===== config.mk =====
export PLATFORM = sky130hd
export DESIGN_NAME = reg_file
export DESIGN_NICKNAME = d
export VERILOG_FILES = /design/src/rtl/reg_file_pkg.sv /design/src/rtl/reg_file_rdport.sv /design/src/rtl/reg_file.sv
export SDC_FILE = /design/constraint.sdc
export NUM_CORES = 2
export LEC_CHECK = 0
export BUFFER_PORTS_ARGS = -buffer_cell sky130_fd_sc_hd__buf_4
export CAP_MARGIN = 0
export CELL_PAD_IN_SITES_DETAIL_PLACEMENT = 2
export CELL_PAD_IN_SITES_GLOBAL_PLACEMENT = 2
export CORE_MARGIN = 3
export CORE_UTILIZATION = 33
export DETAILED_ROUTE_END_ITERATION = 6
export GPL_TIMING_DRIVEN = 0
export PLACE_DENSITY_LB_ADDON = 0.2
export SETUP_SLACK_MARGIN = 0.02
export SLEW_MARGIN = 20
export SYNTH_ARGS = -nofsm -noshare
export SYNTH_HDL_FRONTEND = slang
export SYNTH_SLANG_ARGS = --single-unit

===== constraint.sdc =====
create_clock -name clk -period 55.8 [get_ports clk]
set_input_delay 5.58 -clock clk [delete_from_list [all_inputs] [get_ports clk]]
set_output_delay 5.58 -clock clk [all_outputs]
set_load 0.1 [all_outputs]

===== src/rtl/reg_file_pkg.sv =====
// -----------------------------------------------------------------------------
// reg_file_pkg
// Shared constants for the MIPS general-purpose register file and the
// write-register select logic upstream of it.
//   DATA_W   : register width
//   ADDR_W   : register index width
//   REG_ZERO : hardwired-zero register index
//   REG_RA   : jal link register index
//   REG_SP   : stack pointer register index
// -----------------------------------------------------------------------------
package reg_file_pkg;

  localparam int DATA_W = 32;
  localparam int ADDR_W = 5;

  localparam logic [4:0] REG_ZERO = 5'd0;
  localparam logic [4:0] REG_RA   = 5'd31;
  localparam logic [4:0] REG_SP   = 5'd29;

endpackage : reg_file_pkg


===== src/rtl/reg_file_rdport.sv =====
// -----------------------------------------------------------------------------
// reg_file_rdport
// One combinational read port of the register file. It selects a stored
// entry, optionally forwards the write data being presented this cycle, and
// forces zero for index 0 and while reset is asserted.
// Ports:
//   i_rst      : register-file reset (forces output to zero)
//   i_addr     : read index
//   i_we       : write enable of the write port (bypass qualifier)
//   i_wr_addr  : write index (bypass compare)
//   i_wr_data  : write data (bypass source)
//   i_regs     : storage view, entry 0 already tied to zero
//   o_data     : read data
// -----------------------------------------------------------------------------
module reg_file_rdport
  import reg_file_pkg::*;
#(
  parameter int DATA_W = reg_file_pkg::DATA_W,
  parameter int ADDR_W = reg_file_pkg::ADDR_W,
  parameter bit BYPASS = 1'b0
) (
  input  logic              i_rst,
  input  logic [ADDR_W-1:0] i_addr,
  input  logic              i_we,
  input  logic [ADDR_W-1:0] i_wr_addr,
  input  logic [DATA_W-1:0] i_wr_data,
  input  logic [DATA_W-1:0] i_regs [2**ADDR_W],
  output logic [DATA_W-1:0] o_data
);

  logic w_addr_zero;
  logic w_fwd;

  assign w_addr_zero = (i_addr == ADDR_W'(REG_ZERO));
  // Forward only a write that will actually land in storage.
  assign w_fwd = BYPASS && i_we && (i_wr_addr != ADDR_W'(REG_ZERO)) &&
                 (i_addr == i_wr_addr);

  always_comb begin
    o_data = i_regs[i_addr];
    if (w_fwd) begin
      o_data = i_wr_data;
    end
    // Reset must win over bypass so reads are zero throughout reset.
    if (i_rst || w_addr_zero) begin
      o_data = '0;
    end
  end

endmodule : reg_file_rdport


===== src/rtl/reg_file.sv =====
// -----------------------------------------------------------------------------
// reg_file
// 32 x 32 general-purpose register file for the single-cycle MIPS datapath.
// Two combinational read ports (rs, rt), one synchronous write port and a
// read-only debug port. Register 0 reads as zero and has no storage.
// Ports:
//   clk      : clock, writes on rising edge
//   rst      : asynchronous active-high reset, clears all entries
//   we       : write enable (RegWrite)
//   wr_addr  : write index (from write-register select mux)
//   wr_data  : write data (from memtoreg/ALU result mux)
//   rs_addr  : read port A index      rs_data : read port A data
//   rt_addr  : read port B index      rt_data : read port B data
//   dbg_addr : debug read index       dbg_data: debug read data
// -----------------------------------------------------------------------------
module reg_file
  import reg_file_pkg::*;
#(
  parameter int DATA_W = reg_file_pkg::DATA_W,
  parameter int ADDR_W = reg_file_pkg::ADDR_W,
  parameter bit BYPASS = 1'b0
) (
  input  logic              clk,
  input  logic              rst,
  input  logic              we,
  input  logic [ADDR_W-1:0] wr_addr,
  input  logic [DATA_W-1:0] wr_data,
  input  logic [ADDR_W-1:0] rs_addr,
  input  logic [ADDR_W-1:0] rt_addr,
  output logic [DATA_W-1:0] rs_data,
  output logic [DATA_W-1:0] rt_data,
  input  logic [ADDR_W-1:0] dbg_addr,
  output logic [DATA_W-1:0] dbg_data
);

  localparam int DEPTH = 2**ADDR_W;

  // Entry 0 is a constant, so storage starts at index 1.
  logic [DATA_W-1:0] r_mem  [1:DEPTH-1];
  logic [DATA_W-1:0] w_regs [DEPTH];
  logic              w_wr_en;

  assign w_wr_en = we && (wr_addr != ADDR_W'(REG_ZERO));

  always_ff @(posedge clk or posedge rst) begin
    if (rst) begin
      for (int i = 1; i < DEPTH; i++) begin
        r_mem[i] <= '0;
      end
    end else if (w_wr_en) begin
      r_mem[wr_addr] <= wr_data;
    end
  end

  always_comb begin
    w_regs[0] = '0;
    for (int i = 1; i < DEPTH; i++) begin
      w_regs[i] = r_mem[i];
    end
  end

  reg_file_rdport #(.DATA_W(DATA_W), .ADDR_W(ADDR_W), .BYPASS(BYPASS)) u_rd_rs (
    .i_rst     (rst),
    .i_addr    (rs_addr),
    .i_we      (we),
    .i_wr_addr (wr_addr),
    .i_wr_data (wr_data),
    .i_regs    (w_regs),
    .o_data    (rs_data)
  );

  reg_file_rdport #(.DATA_W(DATA_W), .ADDR_W(ADDR_W), .BYPASS(BYPASS)) u_rd_rt (
    .i_rst     (rst),
    .i_addr    (rt_addr),
    .i_we      (we),
    .i_wr_addr (wr_addr),
    .i_wr_data (wr_data),
    .i_regs    (w_regs),
    .o_data    (rt_data)
  );

  reg_file_rdport #(.DATA_W(DATA_W), .ADDR_W(ADDR_W), .BYPASS(BYPASS)) u_rd_dbg (
    .i_rst     (rst),
    .i_addr    (dbg_addr),
    .i_we      (we),
    .i_wr_addr (wr_addr),
    .i_wr_data (wr_data),
    .i_regs    (w_regs),
    .o_data    (dbg_data)
  );

endmodule : reg_file


==> flow_summary.yaml <==
status:
  outcome: "finished with violations"
  violations: "DRC"
setup_path:
  worst_setup_ep_type: "primary output"
  cp-start-kind: "input port"
  critical_path.cell_chain: "buf_4, clkbuf_1, nor2_1, clkbuf_1, a21oi_1, a31oi_1, a32oi_1, buf_4"
  cp.arrival_ps: 9830
  crit_type: "input port to primary output"
  cp_data_required_time_ps: 50220
  critPathMaxFanout: 10
  worst_path_dominant_cell_family: "buffers and inverters"
  slowest_library_cell_on_the_worst_path: "sky130_fd_sc_hd__nor2_1"
  max_stage_delay_ps: 1070
  worst-path-buf-inv: 4
placement:
  portBuffers: 140
  detailedPlacementHpwl_mm: 252.9
  place_worst_setup_slack_ps: 40640
  place_congestion: 0.9900
grt:
  grt_pass1_vias: 51238
  gr-total-overflow: 0
  antenna_found_initial: 16
  pin_count_of_the_biggest_net_entering_global_routing: 125
  gr-usage-all-layers_pct: 35.10
  first_pass_grt_wire_length_mm: 461.6
drt:
  detail-route-antenna-nets: 0
  routed_wire_length_mm: 346.1
  dr.pass1.iters: 6
  vias_per_cell: 6.686
  route.vias.total: 49214
  drcViolationCount: 2
  drt_iter0_drcs: 6223
  wire_per_inst_microns: 47.01
yosys:
  syn_avg_cell_area_sq_um: 13.90
  synth_area_sq_um: 62380
  synth_top_flop_cell: "sky130_fd_sc_hd__dfrtp_1"
  netlist_top_cells_area: "sky130_fd_sc_hd__dfrtp_1 40%, sky130_fd_sc_hd__mux2_2 20%, sky130_fd_sc_hd__mux4_2 17%"
  count_of_unique_library_cells_instantiated_by_yosys: 58
  synth_enable_flop_cells: 0
  postSynthNetCount: 4542
  postSynthRegisterBits: 992
  synthArstFlopShare_pct: 100.0
  synth_top_cell_area_share_pct: 39.79
  yosysTopAreaCell: "sky130_fd_sc_hd__dfrtp_1"
  seq_area_frac_synth_pct: 39.79
  synth.yosys.warnings: 0
  synth_cells: 4487
sta:
  final.min_clock_period_ps: 15410
  final_critical_path_setup_slack_ps: 40390
  timing_hold_violations_final: 0
  timing.max_slew.rel_slack_pct: 11.24
  timing_max_transition_violations_final: 0
  final.setup_skew_ps: 0
  fmax_mhz: 64.89
  setup_viol: 0
  worstMarginPinSlew_ps: 1325
  grt_setup_unrepaired: "false"
  fin_setup_tns_ps: 0
  layout_worst_path_cycle_share_pct: 27.62
floorplanning:
  core_region_area_sq_um: 186600
  die_width_microns: 440.8
  floorplan.die.height_microns: 440.8
  rows: 158
  dieArea_sq_um: 194300
  floorplan.initialDensity_pct: 33.43
  design.portCount: 151
final_layout:
  syn_to_final_growth_pct: 13.88
  seq_area_sq_um: 24820
  registers.top_by_ff_count: "r_mem"
  flip_flop_count_of_the_largest_register_after_layout: 992
  post_route_cells_drive_above_1_share_pct: 46.48
  num-nets-final: 4823
  layout_commonest_cell: "sky130_fd_sc_hd__mux2_2"
  fin_util_pct: 38.07
  largest_registers: "r_mem x992"
  layout.cells.most_common_list: "1089 x sky130_fd_sc_hd__mux2_2, 992 x sky130_fd_sc_hd__dfrtp_1, 512 x sky130_fd_sc_hd__mux2i_1, 480 x sky130_fd_sc_hd__mux4_2, 221 x sky130_fd_sc_hd__buf_4"
  multiInputGateArea_sq_um: 34650
  fill_cells: 18760
clock_network:
  cts.repair_timing.setup_buffer_count: 0
  clkSlewWorstSetupHoldPaths_ps: 60
  cts-hold-fix-buffers: 0
  worstSkewPairLatency_ps: 790
  cts_tree: "built"
  cts-htree-levels: 3
  cts_resized: 0
  clockRootBuffer: "sky130_fd_sc_hd__clkbuf_16"
  cts_num_sinks: 992
  cts_buffers: 121
  cts_max_path_bufs: 3
power:
  worst_ir_drop_vdd_mv: 0.02529
  leakage_nw: 30.06
  power_density_nw_per_um2: 36.10
flow_run:
  drv.max_cap_violation_count: 0
worst_hold_path:
  worstHoldPathType: "flip-flop to flip-flop"
[kinds of logic after synthesis]
logic type	count (synthesis)	share of synthesized area (%)
flip-flops	992	39.79
multiplexers	2112	45.76
AND/OR/NAND/NOR	258	2.224
AO/OA/AOI/OAI	584	7.471
buffers and inverters	541	4.748
[cell type report]
type                    count  share of cell area, %
diodes                     14                0.04932
plain buffers             508                  4.065
clock buffers             185                  5.138
clock inverters            37                 0.5178
inverters                  33                 0.1744
multi-input cells        2954                  48.77
flip-flops and latches    992                  34.94
well taps                2480                  4.368
repair buffers            158                  1.973
[through the flow]
stage               cell area [sq um]  hold WS, ps  std cells  power, mW
CTS                             70980        551.5       7346      2.557
global route                    71010        569.6       7349      2.641
global placement                66540        523.3       7107      1.702
finish                          71040        552.1       7361      2.565
detailed placement              66960        536.7       7124      1.732
floorplan                       62380        486.9       4487      1.463
[layer usage]
metal  up-vias  global-route usage, %  routed length [microns]
li1      18359                      -                        -
met1     26957                  45.69                   136400
met2      2999                  51.85                   149000
met3       891                  7.801                    31270
met4         8                  24.29                    29290
met5         -                      0                       40
[cell usage after synthesis (64+ instances only)]
| cell type | number |
|---|---|
| sky130_fd_sc_hd__a32oi_1 | 64 |
| sky130_fd_sc_hd__a21oi_1 | 67 |
| sky130_fd_sc_hd__buf_2 | 113 |
| sky130_fd_sc_hd__nand2b_1 | 69 |
| sky130_fd_sc_hd__mux2i_1 | 512 |
| sky130_fd_sc_hd__buf_4 | 76 |
| sky130_fd_sc_hd__a22oi_1 | 121 |
| sky130_fd_sc_hd__mux4_2 | 480 |
| sky130_fd_sc_hd__mux2_2 | 1089 |
| sky130_fd_sc_hd__clkbuf_1 | 206 |
| sky130_fd_sc_hd__dfrtp_1 | 992 |
| sky130_fd_sc_hd__nand2_1 | 82 |
[final timing paths]
path,from,end,slack [ps],cells after the start
max,rt_addr[1],rt_data[12],40390,8
min,r_mem[373],r_mem[373],550,1
max reg2reg,r_mem[374],r_mem[374],54920,1
min reg2reg,r_mem[373],r_mem[373],550,1
max in group asynchronous,rst,r_mem[182],48280,7
min in group asynchronous,rst,r_mem[971],5460,3
[power breakdown]
group          internal (mW)  switching [mW]
logic                  0.334           0.382
registers              0.860           0.164
clock network          0.471           0.354
Power figures use the tool's default switching activity.
